`src/rtl/alu_op_sequencer.sv`:
```
`default_nettype none
// ============================================================================
// Module   : alu_op_sequencer
// Brief    : FIFO-buffered ALU command sequencer; issues buffered commands
//            back-to-back on start as a registered valid strobe.
// Revision : 1.0 - initial release
// ============================================================================
module alu_op_sequencer #(
    parameter int DEPTH = 4,
    parameter int OP_W  = 3,
    parameter int A_W   = 4
) (
    input  logic                       clock,
    input  logic                       reset_n,
    input  logic                       push,
    input  logic [OP_W-1:0]            push_op,
    input  logic [A_W-1:0]             push_a,
    input  logic                       start,
    input  logic                       abort,
    output logic                       full,
    output logic                       empty,
    output logic [$clog2(DEPTH):0]     count,
    output logic                       overflow,
    output logic                       busy,
    output logic                       issue_valid,
    output logic [OP_W-1:0]            issue_op,
    output logic [A_W-1:0]             issue_a,
    output logic                       done
);

    localparam int c_PTR_W = $clog2(DEPTH);
    localparam int c_CNT_W = c_PTR_W + 1;
    localparam int c_CMD_W = OP_W + A_W;

    typedef enum logic [1:0] {
        S_IDLE  = 2'd0,
        S_ISSUE = 2'd1,
        S_DONE  = 2'd2
    } state_t;

    state_t               r_state;
    state_t               w_state_next;
    logic [c_CMD_W-1:0]   r_mem [DEPTH];
    logic [c_PTR_W-1:0]   r_wr_ptr;
    logic [c_PTR_W-1:0]   r_rd_ptr;
    logic [c_CNT_W-1:0]   r_count;
    logic                 w_push_ok;
    logic                 w_pop;

    assign full  = (r_count == c_CNT_W'(DEPTH));
    assign empty = (r_count == '0);
    assign count = r_count;
    assign busy  = (r_state != S_IDLE);

    // abort wins over a same-edge push, and the discarded push is not an overflow
    always_comb begin
        w_push_ok = push && !full && !abort;
        w_pop     = (r_state == S_ISSUE) && !abort;
    end

    always_ff @(posedge clock) begin
        if (!reset_n) r_state <= S_IDLE;
        else          r_state <= w_state_next;
    end

    always_comb begin
        w_state_next = r_state;
        case (r_state)
            S_IDLE: begin
                if (!abort && start && !empty) w_state_next = S_ISSUE;
            end
            S_ISSUE: begin
                if (abort)
                    w_state_next = S_IDLE;
                else if (r_count == c_CNT_W'(1) && !w_push_ok)
                    w_state_next = S_DONE;
            end
            S_DONE:  w_state_next = S_IDLE;
            default: w_state_next = S_IDLE;
        endcase
    end

    always_ff @(posedge clock) begin
        if (w_push_ok) r_mem[r_wr_ptr] <= {push_op, push_a};
    end

    always_ff @(posedge clock) begin
        if (!reset_n) begin
            r_wr_ptr <= '0;
            r_rd_ptr <= '0;
            r_count  <= '0;
            overflow <= 1'b0;
        end else if (abort) begin
            r_wr_ptr <= '0;
            r_rd_ptr <= '0;
            r_count  <= '0;
        end else begin
            if (push && full) overflow <= 1'b1;
            if (w_push_ok) r_wr_ptr <= r_wr_ptr + c_PTR_W'(1);
            if (w_pop)     r_rd_ptr <= r_rd_ptr + c_PTR_W'(1);
            case ({w_push_ok, w_pop})
                2'b10:   r_count <= r_count + c_CNT_W'(1);
                2'b01:   r_count <= r_count - c_CNT_W'(1);
                default: r_count <= r_count;
            endcase
        end
    end

    // issue_op/issue_a hold their last value while issue_valid is low
    always_ff @(posedge clock) begin
        if (!reset_n) begin
            issue_valid <= 1'b0;
            issue_op    <= '0;
            issue_a     <= '0;
            done        <= 1'b0;
        end else begin
            issue_valid <= w_pop;
            done        <= (r_state == S_DONE) && !abort;
            if (w_pop) {issue_op, issue_a} <= r_mem[r_rd_ptr];
        end
    end

endmodule
`default_nettype wire

```
`config.mk`:
```
export PLATFORM = sky130hd
export DESIGN_NAME = alu_op_sequencer
export DESIGN_NICKNAME = d
export VERILOG_FILES = /design/src/rtl/alu_op_sequencer.sv
export SDC_FILE = /design/constraint.sdc
export NUM_CORES = 1
export LEC_CHECK = 0
export ABC_AREA = 1
export ABC_CLOCK_PERIOD_IN_PS = 4400
export CAP_MARGIN = 20
export CORE_ASPECT_RATIO = 1.25
export CORE_MARGIN = 3
export CORE_UTILIZATION = 45
export CTS_BUF_LIST = sky130_fd_sc_hd__clkbuf_2 sky130_fd_sc_hd__clkbuf_4 sky130_fd_sc_hd__clkbuf_8
export DETAILED_ROUTE_END_ITERATION = 12
export GPL_ROUTABILITY_DRIVEN = 0
export PLACE_DENSITY_LB_ADDON = 0.3
export SYNTH_ARGS = -nofsm -noshare
export SYNTH_HDL_FRONTEND = slang
export SYNTH_SLANG_ARGS = --single-unit
```
`constraint.sdc`:
```
create_clock -name clock -period 4.4 [get_ports clock]
set_input_delay 0.66 -clock clock [delete_from_list [all_inputs] [get_ports clock]]
set_output_delay 0.66 -clock clock [all_outputs]
set_load 0.005 [all_outputs]
```
==> flow_summary.yaml, run 1 <==
clock_network:
  cts_buffer_depth: 2
  cts_tree: "done"
  cts_setup_buffers: 0
  cts_buffers: 5
  clock_latency_ns: 0.29
  hold_buffers: 0
  clock_sinks: 47
  cts.repair.resized: 0
  cts_htree_levels: 2
  root_buffer: "clkbuf_8"
  path_clk_slew_ns: 0.08
detailed_routing:
  routedWlPerCell_um: 11.7
  dr.pass1.iters: 4
  drt_iter0_markers: 88
  detail-route-antenna-nets: 0
  routed_wl_um: 3550
  route.detailed.drc: 0
  vias_per_cell: 4.53
  vias: 1376
final_layout:
  diodes: 0
  finalNetCount: 266
  fin_cells: 304
  num-fill-cells: 406
  multi_input_area_sq_um: 643
  syn_to_final_growth_pct: 18.3
  regArea_sq_um: 1220
  drive_gt1_share_pct: 6.50
flow_run:
  cap_violations: 0
synthesis:
  syn_avg_cell_area_sq_um: 9.56
  synth.largest_area_cell: "edfxtp_1"
  ys_top_cells_by_area: "edfxtp_1 (41%), dfxtp_1 (18%), nand2_1 (11%)"
  ys_seq_elements: 47
  synth_warnings: 0
  synthDistinctLibCells: 20
  synth_top_area_share_pct: 40.5
  synth_nets: 238
  ys_seq_area_share_pct: 58.9
  synthCells: 217
  syn-cell-area_sq_um: 2070
die:
  die_width_um: 66.7
  num_rows: 27
  core-area_sq_um: 4430
  io_pins: 28
  start_util_pct: 46.9
  dieArea_sq_um: 5470
  die_y_um: 81.9
timing:
  slew_headroom_pct: 56.2
  period_minus_slack_ns: 2.28
  hold_viol_final: 0
  rsz0062_at_grt: "no"
  setup_tns_ns: 0
  skew_ns: 0.00449
  final-max-slew-violation-count: 0
  worst_pin_slew_ns: 0.656
  timing.final.crit_share_pct: 51.8
  max_freq_mhz: 439
  finalSetupViolations: 0
worst_setup_path:
  cp_slowest_cell: "dfxtp_1"
  worstPathMaxFanout: 6
  r2r-end: "r_mem[1][3]$_DFFE_PP_"
  r2r_start: "count[0]$_SDFFE_PP0P_"
  slowest_delay_ns: 0.43
  cp-endpoint: "full"
  crit_family: "buffers and inverters"
  path_cells: "inv_1, ha_1, nand2_1, inv_1, clkdlybuf4s50_1"
  critPathBufInv: 3
  critPathKind: "reg2out"
  cp_common_cell: "inv_1"
  start_kind: "flop"
  required_ns: 3.74
  cp.arrival_ns: 1.62
  r2r.worst_path.cells: 5
  end_kind: "output port"
  path_depth: 5
  cp-startpoint: "count[0]$_SDFFE_PP0P_"
  worst-r2r-setup-slack_ns: 2.58
grt:
  grtUsageTotal_pct: 14.6
  antenna_found_initial: 0
  grt_pass1_vias: 1242
  grt_overflow_total: 0
  grt_max_degree: 18
  grt_pass1_wl_um: 5780
status:
  outcome: "complete, no violations"
pwr:
  combPwrFrac_pct: 5.5
  p_int_w: 0.000659
  power_frac_seq_pct: 57.8
  p_per_area_nw_per_um2: 336
  switching_share_pct: 20.0
  power_leakage_nw: 1.05
  p_switching_w: 0.000164
  ir_drop_mv: 0.212
  p_clk_share_pct: 36.7
placed_design:
  portBuffers: 27
  post-place-cells: 296
  hpwl_um: 2620
min_path:
  min_path_type: "reg2reg"
[per-stage QoR]
stage	total power, W	area [sq um]	hold WS (ns)	utilization (%)	setup WS [ns]
floorplan	0.000509	2070	0.460	-	2.75
global placement	0.000531	2350	0.470	53.0	2.11
detailed placement	0.000532	2350	0.465	53.0	2.04
CTS	0.000831	2450	0.487	55.4	2.10
global route	0.000858	2450	0.521	55.4	1.99
finish	0.000823	2450	0.480	55.4	2.12
[worst reg2reg max path, delay by kind of cell, from the launching register on]
kind / cells / cell delay, ns
adders and majority gates: 1 / 0.22
buffers and inverters: 1 / 0.09
DFF: 1 / 0.43
and+or+nand+nor: 3 / 0.73
[how the worst min path moves through the flow]
stage,from,end,slack (ns),depth (start not counted)
6_report,overflow$_SDFFE_PN0P_,overflow$_SDFFE_PN0P_,0.48,2
5_1_grt,overflow$_SDFFE_PN0P_,overflow$_SDFFE_PN0P_,0.52,2
4_1_cts,overflow$_SDFFE_PN0P_,overflow$_SDFFE_PN0P_,0.49,2
3_5_place_dp,overflow$_SDFFE_PN0P_,overflow$_SDFFE_PN0P_,0.47,2
3_3_place_gp,overflow$_SDFFE_PN0P_,overflow$_SDFFE_PN0P_,0.47,2
2_1_floorplan,overflow$_SDFFE_PN0P_,overflow$_SDFFE_PN0P_,0.46,2
[flip-flops by register name, summed over array words and instances (netlist names)]
register	flops
done	1
r_mem	28
issue_a	4
r_wr_ptr	2
r_rd_ptr	2
count	3
issue_op	3
r_state	2
issue_valid	1
overflow	1
[power groups by stage]
stage / registers, W / clock network (W) / logic (W)
after floorplan: 0.000485 / 0 / 0.0000234
after global placement: 0.000486 / 0 / 0.0000451
after detailed placement: 0.000486 / 0 / 0.0000459
after CTS: 0.000476 / 0.000309 / 0.0000462
after global routing: 0.000477 / 0.000330 / 0.0000511
final: 0.000476 / 0.000303 / 0.0000453
[cell usage in the layout (no fill, tap or decap)]
| master | count |
|---|---|
| clkinv_1 | 1 |
| nor3_1 | 1 |
| a21oi_2 | 2 |
| nor2_1 | 21 |
| xor2_1 | 1 |
| nand3_1 | 17 |
| inv_2 | 2 |
| dfxtp_1 | 19 |
| bufinv_16 | 1 |
| nand3_2 | 1 |
| inv_8 | 1 |
| inv_1 | 32 |
| clkbuf_8 | 5 |
| clkdlybuf4s50_1 | 27 |
| edfxtp_1 | 28 |
| a21oi_1 | 11 |
| ha_1 | 9 |
| clkinvlp_2 | 1 |
| nand2_4 | 1 |
| nand2_1 | 59 |
| o21ai_0 | 4 |
| nor2_4 | 1 |
| nand2_2 | 1 |
[area by class of cell]
| class | instances | share of cell area, % |
|---|---|---|
| tap | 58 | 2.96 |
| clock inverter | 3 | 1.58 |
| sequential | 47 | 49.8 |
| multi-input combinational | 129 | 26.2 |
| timing repair buffer | 27 | 11.0 |
| clock buffer | 5 | 2.80 |
| inverter | 35 | 5.66 |
[cell families after synthesis]
| kind of cell | after synthesis | synth area share, % |
|---|---|---|
| buf+inv | 41 | 10.1 |
| flops | 47 | 58.9 |
| xor+xnor | 1 | 0.422 |
| simple gates | 102 | 20.7 |
| fa+ha+maj | 9 | 5.43 |
| compound gates | 17 | 4.46 |
[layer usage]
metal / track usage [%] / part of all wire, %
met1: 19.1 / 47
met4: 6.71 / 2.7
met5: 0 / 0
met2: 22.9 / 46
met3: 3.28 / 4.2
[cell usage after synthesis (all sizes together)]
library cell   n
inv           35
nand2         61
nor2          22
xor2           1
a21oi         13
nand3         18
edfxtp        28
o21ai          4
nor3           1
buf            6
ha             9
dfxtp         19
Power figures use the tool's default switching activity.
==> inputs of run 2 (changes only) <==
- ABC_CLOCK_PERIOD_IN_PS: 4400 -> 2290
- clock period: 4.4 -> 2.29 ns (I/O delays scaled with it)
==> run 2 against run 1 <==
  * Total power grew 99%
  * Clock-buffer cell count grew 1
  * Combinational power grew 98%
  * Sequential power grew 92%
  * Sequential share of layout area shrank 1.0 points
  * Final area grew 2.1%
  * Sequential cell count is the same
  * Hold slack lost 0.0043 ns
  * Cell count grew 1.6%
  * Largest cell class unchanged
==> flow_summary.yaml, run 2 (same netlist as run 1, synthesis figures left out) <==
status:
  outcome: "complete, no violations"
timing:
  setup_tns_ns: 0
  skew_ns: 0.00780
  timing.final.crit_share_pct: 86.6
  period_minus_slack_ns: 1.98
  hold_viol_final: 0
  finalSetupViolations: 0
  max_freq_mhz: 504
  final-max-slew-violation-count: 0
  rsz0062_at_grt: "no"
  worst_pin_slew_ns: 0.719
  slew_headroom_pct: 52.0
final_layout:
  largest_register_ffs: 28
  final_common_cell: "nand2_1"
  largestRegisters: "r_mem x28, issue_a x4"
  syn_to_final_growth_pct: 20.7
  drive_gt1_share_pct: 8.76
  diodes: 0
  num-fill-cells: 400
  multi_input_area_sq_um: 643
  utilization_pct: 56.6
  finalNetCount: 271
  regArea_sq_um: 1220
  top_register: "r_mem"
  most-common-layout-cells: "nand2_1 (59), inv_1 (32), edfxtp_1 (28)"
worst_setup_path:
  slowest_delay_ns: 0.44
  path_depth: 5
  r2r.worst_path.cells: 9
  cp.arrival_ns: 1.64
  cp_slowest_cell: "dfxtp_1"
  required_ns: 1.95
  critPathKind: "reg2out"
  crit_family: "buffers and inverters"
  critPathBufInv: 3
  cp_common_cell: "inv_1"
  start_kind: "flop"
  end_kind: "output port"
  worst-r2r-setup-slack_ns: 0.56
  path_cells: "inv_1, ha_1, nand2_1, inv_1, clkdlybuf4s50_1"
  worstPathMaxFanout: 6
placed_design:
  portBuffers: 27
  hpwl_um: 2420
clock_network:
  cts_htree_levels: 2
  hold_buffers: 0
  clock_sinks: 47
  cts_tree: "done"
  cts_setup_buffers: 0
  path_clk_slew_ns: 0.09
  cts_buffers: 5
  root_buffer: "clkbuf_8"
  clock_latency_ns: 0.30
  cts.repair.resized: 0
  cts_buffer_depth: 2
die:
  die_width_um: 66.7
  io_pins: 28
  num_rows: 27
  start_util_pct: 46.9
  core-area_sq_um: 4430
  dieArea_sq_um: 5470
  die_y_um: 81.9
detailed_routing:
  routed_wl_um: 3460
  routedWlPerCell_um: 11.2
  route.detailed.drc: 0
  vias: 1399
  dr.pass1.iters: 6
  vias_per_cell: 4.53
  drt_iter0_markers: 67
  detail-route-antenna-nets: 0
grt:
  grt_pass1_vias: 1299
  antenna_found_initial: 0
  grt_max_degree: 18
  grt_overflow_total: 0
  grtUsageTotal_pct: 14.7
  grt_pass1_wl_um: 5910
pwr:
  power_leakage_nw: 1.09
  ir_drop_mv: 0.466
  p_per_area_nw_per_um2: 655
min_path:
  min_path_type: "reg2reg"
  whs_path_depth: 2
flow_run:
  cap_violations: 0
## run 2: cell types whose count changed in the layout (fill, tap and decap cells not counted)
cell        previous run  this run
buf_4                  0         5
clkinv_1               1         0
clkbuf_8               5         6
clkinvlp_2             1         0
inv_6                  0         1
## run 2: stage by stage
stage | cell area, sq um | setup slack [ns] | power [W] | hold slack (ns) | cells
after floorplan | 2070 | 0.706 | 0.000977 | 0.442 | 217
after global placement | 2380 | 0.388 | 0.00102 | 0.474 | 301
after detailed placement | 2380 | 0.348 | 0.00102 | 0.462 | 301
after CTS | 2500 | 0.300 | 0.00166 | 0.485 | 309
after global routing | 2500 | 0.196 | 0.00170 | 0.506 | 309
final | 2500 | 0.307 | 0.00164 | 0.476 | 309
## run 2: area by class of cell
type / count / area share, %
timing repair buffer: 32 / 12.3
clock inverter: 2 / 1.55
inverter: 35 / 5.54
sequential: 47 / 48.8
multi-input combinational: 129 / 25.7
tap: 58 / 2.90
clock buffer: 6 / 3.30
## run 2: report_power, final
part / internal (W) / switching [W]
clock: 0.000359 / 0.000277
sequential: 0.000907 / 0.00000628
combinational: 0.0000436 / 0.0000463
## run 2: routing by layer
| metal | global-route usage [%] | up-vias | part of all wire [%] |
|---|---|---|---|
| met3 | 4.10 | 4 | 4.3 |
| met2 | 24.8 | 27 | 50 |
| li1 | - | 749 | - |
| met5 | 0 | - | 0 |
| met4 | 5.28 | 0 | 1.5 |
| met1 | 17.8 | 619 | 44 |
## run 2: final timing paths
kind	endpoint	start
worst max-delay path	full	count[0]$_SDFFE_PP0P_
worst min-delay path	overflow$_SDFFE_PN0P_	overflow$_SDFFE_PN0P_
worst max register to register	count[2]$_SDFFE_PP0P_	count[0]$_SDFFE_PP0P_
worst min register to register	overflow$_SDFFE_PN0P_	overflow$_SDFFE_PN0P_
## run 2: worst register-to-register path: cells and delay by family (launching register included)
family,cells,cell delay [ns]
buf+inv,2,0.19
fa+ha+maj,2,0.56
flops,1,0.44
simple gates,5,0.46
==> inputs of run 3 (changes only) <==
- CTS_BUF_LIST: sky130_fd_sc_hd__clkbuf_2 sky130_fd_sc_hd__clkbuf_4 sky130_fd_sc_hd__clkbuf_8 -> not set
==> results of run 3 <==
Final layout, timing and power as in run 2 (identical DEF).
